$ cat config.mk
export PLATFORM = sky130hd
export DESIGN_NAME = jno_sequencer
export DESIGN_NICKNAME = d
export VERILOG_FILES = /design/src/rtl/jno_pkg.sv /design/src/rtl/phase_timer.sv /design/src/rtl/jno_sequencer.sv
export SDC_FILE = /design/constraint.sdc
export NUM_CORES = 1
export LEC_CHECK = 0
export BUFFER_PORTS_ARGS = -buffer_cell sky130_fd_sc_hd__buf_4
export CAP_MARGIN = 40
export CORE_UTILIZATION = 53
export DETAILED_ROUTE_END_ITERATION = 10
export PLACE_DENSITY = 0.74
export SLEW_MARGIN = 20
export SYNTH_ARGS = -nofsm -noshare
export SYNTH_HDL_FRONTEND = slang
export SYNTH_SLANG_ARGS = --single-unit
$ cat constraint.sdc
create_clock -name clk -period 2.59 [get_ports clk]
set_clock_uncertainty 0.15 [all_clocks]
set_input_delay 0 -clock clk [delete_from_list [all_inputs] [get_ports clk]]
set_output_delay 0 -clock clk [all_outputs]
set_load 0.1 [all_outputs]
$ cat src/rtl/jno_pkg.sv
// rtl/jno_pkg.sv - shared types and constants for the JNO sequencer
//
// Purpose: FSM state encoding, the JNO opcode value, default phase lengths
//          and a small integer max helper used for counter sizing.
// Ports:   none (package)
package jno_pkg;

  typedef enum logic [1:0] {
    ST_IDLE   = 2'd0,
    ST_CHECK  = 2'd1,
    ST_OPEN   = 2'd2,
    ST_SETTLE = 2'd3
  } state_t;

  localparam logic [1:0] OP_JNO = 2'b01;

  localparam int DEF_CHECK_CYCLES = 8;
  localparam int DEF_OPEN_CYCLES  = 4;

  function automatic int max_int(input int a, input int b);
    return (a > b) ? a : b;
  endfunction

endpackage

$ cat src/rtl/phase_timer.sv
// rtl/phase_timer.sv - loadable down-counter that flags the last cycle of a phase
//
// Purpose: counts the cycles of one phase; loaded with the phase length on
//          the edge that enters the phase, then decrements every clock.
// Ports:
//   clk    in  clock
//   reset  in  synchronous active-high reset
//   load   in  load the counter with `count` on this edge
//   count  in  W  phase length to load (>= 1)
//   expire out high during the final cycle of the loaded phase
module phase_timer #(
  parameter int W = 4
) (
  input  logic         clk,
  input  logic         reset,
  input  logic         load,
  input  logic [W-1:0] count,
  output logic         expire
);

  logic [W-1:0] r_cnt;

  always_ff @(posedge clk) begin
    if (reset) begin
      r_cnt <= '0;
    end else if (load) begin
      r_cnt <= count;
    end else if (r_cnt != '0) begin
      r_cnt <= r_cnt - 1'b1;
    end
  end

  // A value of 1 means this is the last cycle of the phase; the counter
  // parks at 0 while idle so it never raises a stray expire.
  assign expire = (r_cnt == W'(1));

endmodule

$ cat src/rtl/jno_sequencer.sv
// rtl/jno_sequencer.sv - cycle-counted controller for the jump-if-no-overflow path
//
// Purpose: accepts one decoded instruction at a time. Non-JNO opcodes bump the
//          PC and complete the next cycle; a JNO runs CHECK, OPEN and SETTLE
//          phases, then loads the PC with the target (no overflow) or PC+1.
// Ports:
//   clk            in   clock
//   reset          in   synchronous active-high reset
//   instr_valid    in   decode presents an instruction
//   instr_ready    out  block can accept (IDLE only)
//   instruct       in   2     opcode, 2'b01 = JNO
//   target         in   PC_W  jump destination, captured on accept
//   sta            in   overflow status, captured on accept
//   enable         out  high for the whole CHECK phase
//   enable_status  out  high in CHECK when captured status is clear
//   openpulse      out  high in OPEN when captured status is clear
//   done           out  one-cycle completion pulse
//   taken          out  jump performed, valid with done
//   pc             out  PC_W  current program counter
module jno_sequencer
  import jno_pkg::*;
#(
  parameter int CHECK_CYCLES = DEF_CHECK_CYCLES,
  parameter int OPEN_CYCLES  = DEF_OPEN_CYCLES,
  parameter int PC_W         = 8
) (
  input  logic            clk,
  input  logic            reset,
  input  logic            instr_valid,
  output logic            instr_ready,
  input  logic [1:0]      instruct,
  input  logic [PC_W-1:0] target,
  input  logic            sta,
  output logic            enable,
  output logic            enable_status,
  output logic            openpulse,
  output logic            done,
  output logic            taken,
  output logic [PC_W-1:0] pc
);

  localparam int CNT_W = $clog2(max_int(CHECK_CYCLES, OPEN_CYCLES) + 1);

  state_t            r_state;
  state_t            w_next;
  logic [PC_W-1:0]   r_pc;
  logic [PC_W-1:0]   r_tgt_q;
  logic              r_sta_q;
  logic              r_nj_done;
  logic              w_accept;
  logic              w_is_jno;
  logic              w_load;
  logic [CNT_W-1:0]  w_load_val;
  logic              w_expire;

  assign w_accept = instr_valid && (r_state == ST_IDLE);
  assign w_is_jno = (instruct == OP_JNO);

  phase_timer #(.W(CNT_W)) u_timer (
    .clk    (clk),
    .reset  (reset),
    .load   (w_load),
    .count  (w_load_val),
    .expire (w_expire)
  );

  always_comb begin
    w_next     = r_state;
    w_load     = 1'b0;
    w_load_val = '0;
    case (r_state)
      ST_IDLE: begin
        if (w_accept && w_is_jno) begin
          w_next     = ST_CHECK;
          w_load     = 1'b1;
          w_load_val = CNT_W'(CHECK_CYCLES);
        end
      end
      ST_CHECK: begin
        // The same timer is reloaded for OPEN on the CHECK expiry edge.
        if (w_expire) begin
          w_next     = ST_OPEN;
          w_load     = 1'b1;
          w_load_val = CNT_W'(OPEN_CYCLES);
        end
      end
      ST_OPEN: begin
        if (w_expire) begin
          w_next = ST_SETTLE;
        end
      end
      ST_SETTLE: w_next = ST_IDLE;
      default:   w_next = ST_IDLE;
    endcase
  end

  always_ff @(posedge clk) begin
    if (reset) begin
      r_state   <= ST_IDLE;
      r_pc      <= '0;
      r_tgt_q   <= '0;
      r_sta_q   <= 1'b0;
      r_nj_done <= 1'b0;
    end else begin
      r_state   <= w_next;
      r_nj_done <= w_accept && !w_is_jno;
      if (w_accept && w_is_jno) begin
        r_tgt_q <= target;
        r_sta_q <= sta;
      end
      if (w_accept && !w_is_jno) begin
        r_pc <= r_pc + PC_W'(1);
      end
      // PC is written on entry to SETTLE so it is already final alongside done.
      if ((r_state == ST_OPEN) && w_expire) begin
        r_pc <= r_sta_q ? (r_pc + PC_W'(1)) : r_tgt_q;
      end
    end
  end

  assign instr_ready   = (r_state == ST_IDLE);
  assign enable        = (r_state == ST_CHECK);
  assign enable_status = (r_state == ST_CHECK) && !r_sta_q;
  assign openpulse     = (r_state == ST_OPEN) && !r_sta_q;
  assign done          = (r_state == ST_SETTLE) || r_nj_done;
  assign taken         = (r_state == ST_SETTLE) && !r_sta_q;
  assign pc            = r_pc;

endmodule
Word-level counts from Yosys, hierarchy flattened. Cells that the tools add are included.

Add/sub/neg operators: 2. Equality and inequality tests: 8. Muxes and demuxes: 15. Reductions and logical operators: 15.

Operators by type and width (number): 8-bit 2-to-1 mux (3); 4-bit 2-to-1 mux (3); 8-bit by 1-bit adder with 8-bit output (second input constant) (1); 2-bit one-hot mux with 4 select lines (1); 4-bit one-hot mux with 2 select lines (1); 1-bit logical AND (7); 2-bit 2-to-1 mux (3); 2-bit by 1-bit equality test with 1-bit output (second input constant) (2); 2-bit equality test (second input constant) (2); 4-bit by 1-bit equality test with 1-bit output (second input constant) (1); 2-bit by 1-bit inequality test with 1-bit output (second input constant) (2); 2-bit nonzero test (2); 4-bit nonzero test (1); 4-bit by 1-bit subtractor with 4-bit output (second input constant) (1); 3-bit 2-to-1 mux (1); 3-bit AND reduction (1); 1-bit zero test (2); 2-bit zero test (1); 1-bit 2-to-1 mux (2); 2-bit inequality test (second input constant) (1); 1-bit one-hot mux with 2 select lines (1); 1-bit logical OR (1).

Bits in registers: 24. Input bits: 14. Output and inout port bits: 14. Logic and storage cells: 46.

Logic depth before layout (Yosys ltp). Gate-level depths: netlist (run 1).

Word-level depth: 6. Gate-level depth with buffers: 8. Mapped depth without buffers: 6.

Cells and area by module. Synthesis (run 1) repeated with hierarchy kept, for this count alone.

Cell total of the unflattened synthesis: 156. Area total of the unflattened synthesis: 1380.1 um2.

By module, submodules not included: jno_sequencer (times used 1, cells each 129, area each 1133.6 um2, sequential area each 400.4 um2); phase_timer (times used 1, cells each 27, area each 246.5 um2, sequential area each 80.1 um2).

Worst setup path after synthesis (run 1). OpenSTA, ideal clock, no wires.

Path kind: register to register. Start point: register r_state[0]. End point: register r_pc[0] (netlist: pc[0]). Library setup time: 0.067 ns. Data arrival time: 2.210 ns. Required time: 2.373 ns. Setup slack: 0.163 ns. Stages on the path, launching flop included: 6. Buffers on the path: 0. Period minus slack after synthesis: 2.427 ns. Cells stage by stage: dfxtp_1 inv_1 ha_1 a32oi_1 or3_1 a21oi_2.

Longest elaborated chain between the ends: 4. Elaborated cells on any way between the ends: 7. Classes of those cells: eq/ne (1); mux (1); reduce/logical (5).

RTL lines: start: declaration (line jno_sequencer.sv:44) `state_t r_state;`; start signal: assignment (line jno_sequencer.sv:105) `r_state <= w_next;`; 2-bit zero test; net instr_ready (line jno_sequencer.sv:30) `output logic instr_ready,`; 1-bit logical AND (line jno_sequencer.sv:56) `assign w_accept = instr_valid && (r_state == ST_IDLE);`; 1-bit logical AND (line jno_sequencer.sv:111) `if (w_accept && !w_is_jno) begin`; 2-bit nonzero test (no source line); end signal: assignment (line jno_sequencer.sv:112) `r_pc <= r_pc + PC_W'(1);`; end signal: assignment (line jno_sequencer.sv:116) `r_pc <= r_sta_q ? (r_pc + PC_W'(1)) : r_tgt_q;`; end: declaration (line jno_sequencer.sv:46) `logic [PC_W-1:0] r_pc;`.

The timed path passes the listed nets, and every way through them passes these cells. A chain may end at the register's enable or synchronous reset.

Worst setup path after layout (run 1).
Start point: register r_state[0]. End point: register r_sta_q.

Longest elaborated chain between the ends: 3.

RTL lines: 2-bit zero test (line jno_sequencer.sv:56); 1-bit logical AND (line jno_sequencer.sv:56); 1-bit logical AND (line jno_sequencer.sv:107) `if (w_accept && w_is_jno) begin`; end signal: assignment (line jno_sequencer.sv:109) `r_sta_q <= sta;`; end: declaration (line jno_sequencer.sv:48) `logic r_sta_q;`.

Every way passes these cells.

==> results of run 1 <==
-- per-stage QoR --
stage,worst slack (ps),area [um2]
floorplan,163,1260
global placement,724,1480
detailed placement,683,1480
CTS,256,1770
global route,131,1770
finish,310,1770
-- power groups by stage --
stage	registers [mW]	clock network [mW]	logic (mW)
global placement	0.482	0	0.809
global route	0.489	0.303	0.937
CTS	0.479	0.281	0.865
finish	0.480	0.286	0.880
floorplan	0.539	0	0.613
detailed placement	0.487	0	0.825
-- worst min-delay path, stage by stage, from the launching register on --
cell and delay (ps):
dfxtp_1 360, nand2_1 60, a311oi_1 80
-- sequential cells by signal, summed over array words and instances, names as in the netlist --
register and cells:
r_tgt_q 8, r_sta_q 1, pc 8, u_timer.r_cnt 4, r_state 2, r_nj_done 1
-- cells in the final DEF (no fill, tap or decap), types with 2 or more instances in the layout --
cell type | netlist | final
or3_1 | 4 | 4
o31a_1 | 2 | 2
nand3_1 | 7 | 7
a211oi_1 | 4 | 4
a21oi_1 | 22 | 22
inv_1 | 9 | 9
buf_4 | 0 | 29
clkbuf_4 | 0 | 3
dlygate4sd3_1 | 0 | 24
ha_1 | 9 | 9
nor2_1 | 7 | 6
dfxtp_1 | 24 | 24
nand2_1 | 27 | 27
o32ai_1 | 4 | 4
nand2b_1 | 2 | 2
-- Yosys cell counts --
master | count | share of area [%]
nor4_1 | 1 | 0.49
dfxtp_1 | 24 | 38
or3_1 | 4 | 2.0
mux2i_1 | 1 | 0.79
xor2_1 | 1 | 0.69
o211ai_1 | 1 | 0.59
o221ai_1 | 1 | 0.69
ha_1 | 9 | 8.9
nand4_1 | 1 | 0.49
o31a_1 | 2 | 1.4
and2b_1 | 1 | 0.59
nand2b_1 | 2 | 0.99
buf_2 | 1 | 0.40
or2_2 | 1 | 0.49
nor3b_2 | 1 | 0.99
a21oi_1 | 22 | 8.7
nor3b_1 | 1 | 0.59
and2_4 | 1 | 0.69
or2_1 | 1 | 0.49
nor2b_1 | 1 | 0.49
nor2b_4 | 1 | 1.1
nand2_1 | 27 | 8.0
nand3_1 | 7 | 2.8
a21oi_2 | 1 | 0.69
o32ai_1 | 4 | 2.8
o21ai_1 | 1 | 0.40
a311oi_1 | 1 | 0.69
nor2_1 | 7 | 2.1
o2bb2ai_1 | 1 | 0.69
buf_6 | 2 | 1.8
a2111oi_0 | 1 | 0.69
a211oi_1 | 4 | 2.4
xnor2_1 | 1 | 0.69
nor3_1 | 1 | 0.40
a22oi_1 | 1 | 0.59
nand4b_1 | 1 | 0.69
a32oi_1 | 1 | 0.69
inv_1 | 9 | 2.7
clkbuf_1 | 3 | 0.89
a32o_2 | 1 | 0.89
-- cells by family after synthesis --
| group | count (synthesis) | synth area share, % |
|---|---|---|
| AOI/OAI and AO/OA | 42 | 21.9 |
| xor gates and xnor gates | 2 | 1.39 |
| adders and majority gates | 9 | 8.90 |
| buffers and inverters | 15 | 5.74 |
| DFF | 24 | 38.0 |
| muxes | 1 | 0.791 |
| and+or+nand+nor | 59 | 23.3 |
-- final timing paths --
check / start / endpoint / slack [ps] / cells past startpoint
setup reg to reg: r_state[0]$_SDFFE_PP0P_ / r_sta_q$_SDFFE_PP0P_ / 310 / 7
hold reg to reg: r_tgt_q[1]$_SDFFE_PP0P_ / pc[1]$_SDFFE_PP0P_ / 370 / 2
hold / removal: r_tgt_q[1]$_SDFFE_PP0P_ / pc[1]$_SDFFE_PP0P_ / 370 / 2
setup / recovery: r_state[0]$_SDFFE_PP0P_ / r_sta_q$_SDFFE_PP0P_ / 310 / 7
-- metal layers --
| layer | vias up | global-route usage (%) |
|---|---|---|
| li1 | 639 | - |
| met1 | 630 | 36.9 |
| met2 | 40 | 53.3 |
| met3 | 11 | 3.57 |
| met4 | 0 | 11.1 |
| met5 | - | 0 |
-- area by class of cell --
cell class | count | area [um2]
Inverter | 9 | 33.8
Multi-Input combinational cell | 113 | 714
Clock buffer | 3 | 22.5
Timing Repair Buffer | 53 | 458
Sequential cell | 24 | 480
Clock inverter | 1 | 30.0
Fill cell | 146 | 459
Tap cell | 28 | 35.0
-- repair_timing --
action | in CTS | in global routing
setup endpoints to repair | 0 | 1
resized for setup | 0 | 1
endpoints found under the hold margin | 21 | 0
hold buffers | 24 | 0
==> impl_metrics.yaml, run 1 <==
route:
  drc: 0
  firstDrtPassIters: 4
  finalWirelength_mm: 3.54
  vias: 1320
  drt-met1-wl_mm: 1.50
  wl_per_cell_um: 15.3
  dr_wl_met2_mm: 1.82
  ant_nets: 0
  dr_wl_met3_um: 129
  drt_iter0_markers: 57
  drt-vias-per-instance: 5.71
  topRoutingLayerUsed: "met4"
global_route:
  grt_max_degree: 24
  overflow: 0
  grt_pass1_vias: 1250
  antenna_found_initial: 0
  grt_pass1_wl_mm: 5.69
  track_usage_pct: 30.0
synthesis:
  synth_cells: 152
  avgSynthCellArea_um2: 8.32
  syn-cell-area_um2: 1260
  syn-num-nets: 175
  ys_types: 40
  synth_seq_cells: 24
  synth-seq-area-share_pct: 38.0
  yosys_warnings: 0
floorplan:
  die_h_um: 50.9
  coreArea_um2: 2230
  die_w_um: 50.9
  die-area_um2: 2590
  io-pin-count: 28
  start_util_pct: 56.6
  num_rows: 17
power:
  totalPowerFinal_mw: 1.65
  leakagePower_nw: 0.731
  p_int_uw: 852
  pwr-share-seq_pct: 29.2
  p_switching_uw: 794
  p_per_area_nw_per_um2: 927
  max-vdd-ir-drop_v: 0.00100
  p_comb_share_pct: 53.5
  clkPwrFrac_pct: 17.4
  switching_share_pct: 48.2
setup_path:
  cpPeakStageDelay_ps: 570
  cpLargestDelayFamily: "buffers and inverters"
  endpoint_kind: "flop"
  start_kind: "flop"
  critPathBufInv: 2
  crit_chain: "inv_1 > ha_1 > nand2_1 > nor2_2 > nand2_1 > a21oi_1 > dlygate4sd3_1"
  cp_common_cell: "nand2_1"
  slowest_stage: "dlygate4sd3_1"
  arrival_ps: 2420
  required_ps: 2730
  cp_max_fo: 9
  critPathKind: "reg2reg"
cells_and_area:
  drive_above_1_share_pct: 19.7
  area_delta_synth_final_pct: 40.3
  finalNetCount: 227
  final_cells: 231
  final_util_pct: 79.4
  diodes: 0
clock_tree:
  cts-root-buf: "clkbuf_4"
  numCtsBuffers: 3
  clk_path_buf_depth: 2
  clkSinkCount: 24
  cts_setup_buffers: 0
  tritoncts: "yes"
  clk_pin_slew_worst_paths_ps: 150
  clock_latency_ps: 340
  ctsHtreeMaxLevel: 1
flow_run:
  timing.max_cap.violations: 0
place:
  post-dp-hpwl_mm: 2.17
  gp_congestion: 0.832
  dp.cells: 203
  portBuffers: 27
sta:
  finalCritPeriodShare_pct: 88.0
  setup_viol: 0
  max-slew-margin-rel_pct: 51.4
  fmax_ghz: 0.439
  whs_ps: 374
  hold_viol: 0
  grt_setup_unrepaired: "no"
  drv_slew: 0
  worst_pin_slew_ps: 729
  fin_setup_tns_ps: 0
  min_period_ps: 2280
status:
  outcome: "finished clean"
worst_hold_path:
  min_path_type: "reg2reg"
(Power assumes the default switching activity.)
==> inputs of run 2 (changes only) <==
--- a/config.mk
+++ b/config.mk
@@ -7,10 +7,10 @@
 export LEC_CHECK = 0
 export BUFFER_PORTS_ARGS = -buffer_cell sky130_fd_sc_hd__buf_4
 export CAP_MARGIN = 40
-export CORE_UTILIZATION = 53
+export CORE_UTILIZATION = 40
 export DETAILED_ROUTE_END_ITERATION = 10
-export PLACE_DENSITY = 0.74
-export SLEW_MARGIN = 20
+export PLACE_DENSITY = 0.58
+export SLEW_MARGIN = 25
 export SYNTH_ARGS = -nofsm -noshare
 export SYNTH_HDL_FRONTEND = slang
 export SYNTH_SLANG_ARGS = --single-unit
==> run 2 against run 1 <==
Net effect:
- the run now ends with design-rule violations left
- hold slack got worse by 330 ps
- die area up 31%
- global-route usage shrank 8.9 points
- sequential power hardly changed
- count of clock-buffer cells in the layout unchanged
- core utilization down 21 points
- worst setup slack got worse by 80 ps
- register-to-register slack got worse by 80 ps
- first-iteration DRC count shrank 26%
- critical path type unchanged
- critical endpoint unchanged
- largest cell class unchanged
==> impl_metrics.yaml, run 2 (synthesis gave the netlist of run 1 again) <==
power:
  p_per_area_nw_per_um2: 907
  p_int_uw: 849
  switching_share_pct: 47.5
  pwr-share-seq_pct: 29.6
  clkPwrFrac_pct: 17.3
  p_switching_uw: 767
  p_comb_share_pct: 53.1
  max-vdd-ir-drop_v: 0.000590
  leakagePower_nw: 0.727
sta:
  grt_setup_unrepaired: "no"
  setup_viol: 0
  min_period_ps: 2360
  whs_ps: 47.4
  max-slew-margin-rel_pct: 54.3
  worst_pin_slew_ps: 685
  fin_setup_tns_ps: 0
  drv_slew: 0
  fmax_ghz: 0.424
  hold_viol: 0
  finalCritPeriodShare_pct: 91.1
floorplan:
  die_w_um: 58.2
  io-pin-count: 28
  start_util_pct: 41.8
  die-area_um2: 3390
  coreArea_um2: 3030
  die_h_um: 58.2
  num_rows: 20
route:
  drc: 1
  finalWirelength_mm: 3.24
  ant_nets: 0
  drt-vias-per-instance: 5.04
  firstDrtPassIters: 7
  wl_per_cell_um: 13.2
  vias: 1241
  drt_iter0_markers: 42
clock_tree:
  ctsHtreeMaxLevel: 1
  numCtsBuffers: 3
  tritoncts: "yes"
  cts-root-buf: "clkbuf_4"
  clkSinkCount: 24
  clk_pin_slew_worst_paths_ps: 150
  cts_setup_buffers: 0
  cts_resized: 0
  clk_path_buf_depth: 2
  clock_latency_ps: 330
global_route:
  antenna_found_initial: 0
  grt_pass1_vias: 1199
  track_usage_pct: 21.1
  grt_max_degree: 24
  grt_pass1_wl_mm: 5.44
  overflow: 0
cells_and_area:
  drive_above_1_share_pct: 19.3
  finalNetCount: 226
  layout_commonest_cell: "buf_4"
  mostFrequentLayoutCells: "buf_4 (29), nand2_1 (27), dfxtp_1 (24)"
  final_util_pct: 58.8
  area_delta_synth_final_pct: 40.9
  diodes: 0
setup_path:
  ff2ff_path_depth: 7
  crit_path_start: "r_state[0]$_SDFFE_PP0P_"
  cp_max_fo: 9
  worstSetupEndpoint: "r_sta_q$_SDFFE_PP0P_"
  r2r-start: "r_state[0]$_SDFFE_PP0P_"
  worstReg2RegEnd: "r_sta_q$_SDFFE_PP0P_"
  endpoint_kind: "flop"
  start_kind: "flop"
  arrival_ps: 2500
  critPathKind: "reg2reg"
  required_ps: 2730
  r2r_slack_ps: 230
place:
  post-dp-hpwl_mm: 2.17
  portBuffers: 27
  gp_congestion: 0.764
flow_run:
  timing.max_cap.violations: 0
status:
  outcome: "complete, but fails checks"
  violations: "design-rule violations"
worst_hold_path:
  min_path_type: "in2reg"
run 2: cell types whose count changed in the layout (fill, tap and decap cells not counted), sizes merged:
cell,before,now
dlygate4sd3,24,23
run 2: cell type report:
class                           instances  area [um2]
Multi-Input combinational cell        113         712
Sequential cell                        24         480
Timing Repair Buffer                   52         448
Clock inverter                          1        30.0
Fill cell                             291        1250
Inverter                                9        33.8
Tap cell                               44        55.1
Clock buffer                            3        22.5
run 2: worst max-delay path, cell delays in order, from the launching register on:
cell and delay, ps:
dfxtp_1 350, inv_1 120, ha_1 270, nand2_1 90
nor2_1 500, nand2_1 140, a21oi_1 150, dlygate4sd3_1 550
run 2: per-stage QoR:
step | cells | total power [mW] | setup slack, ps | cell area, um2
after floorplan | 152 | 1.15 | 163 | 1260
after global placement | 219 | 1.30 | 738 | 1500
after detailed placement | 219 | 1.31 | 665 | 1500
after CTS | 246 | 1.63 | 245 | 1780
after global routing | 246 | 1.72 | 0.340 | 1780
final | 246 | 1.62 | 230 | 1780
run 2: per-layer routing:
metal | wire length [um] | vias up | track usage [%]
met4 | 45 | 0 | 8.16
met2 | 1480 | 21 | 34.2
met3 | 88 | 5 | 3.35
met1 | 1630 | 575 | 28.1
li1 | - | 640 | -
met5 | 0 | - | 0
run 2: worst min path at each step:
stage	start	endpoint	slack [ps]	depth (start not counted)
3_3_place_gp	sta	r_sta_q$_SDFFE_PP0P_	100	3
4_1_cts	instruct[0]	u_timer.r_cnt[2]$_SDFFE_PP0P_	20	4
5_1_grt	instruct[0]	u_timer.r_cnt[2]$_SDFFE_PP0P_	90	4
6_report	instruct[0]	u_timer.r_cnt[2]$_SDFFE_PP0P_	50	4
3_5_place_dp	target[5]	r_tgt_q[5]$_SDFFE_PP0P_	110	3
2_1_floorplan	reset	pc[5]$_SDFFE_PP0P_	-30	1
run 2: power groups by stage:
| stage | combinational (mW) | sequential [mW] | clock (mW) |
|---|---|---|---|
| 2_1_floorplan | 0.613 | 0.539 | 0 |
| 3_3_place_gp | 0.813 | 0.485 | 0 |
| 3_5_place_dp | 0.822 | 0.488 | 0 |
| 4_1_cts | 0.859 | 0.480 | 0.287 |
| 5_1_grt | 0.929 | 0.489 | 0.302 |
| 6_report | 0.858 | 0.479 | 0.279 |
run 2: repair_timing:
| item | CTS | global route |
|---|---|---|
| endpoints found under the hold margin | 21 | 0 |
| setup endpoints to repair | 0 | 0 |
| hold buffers | 23 | 0 |
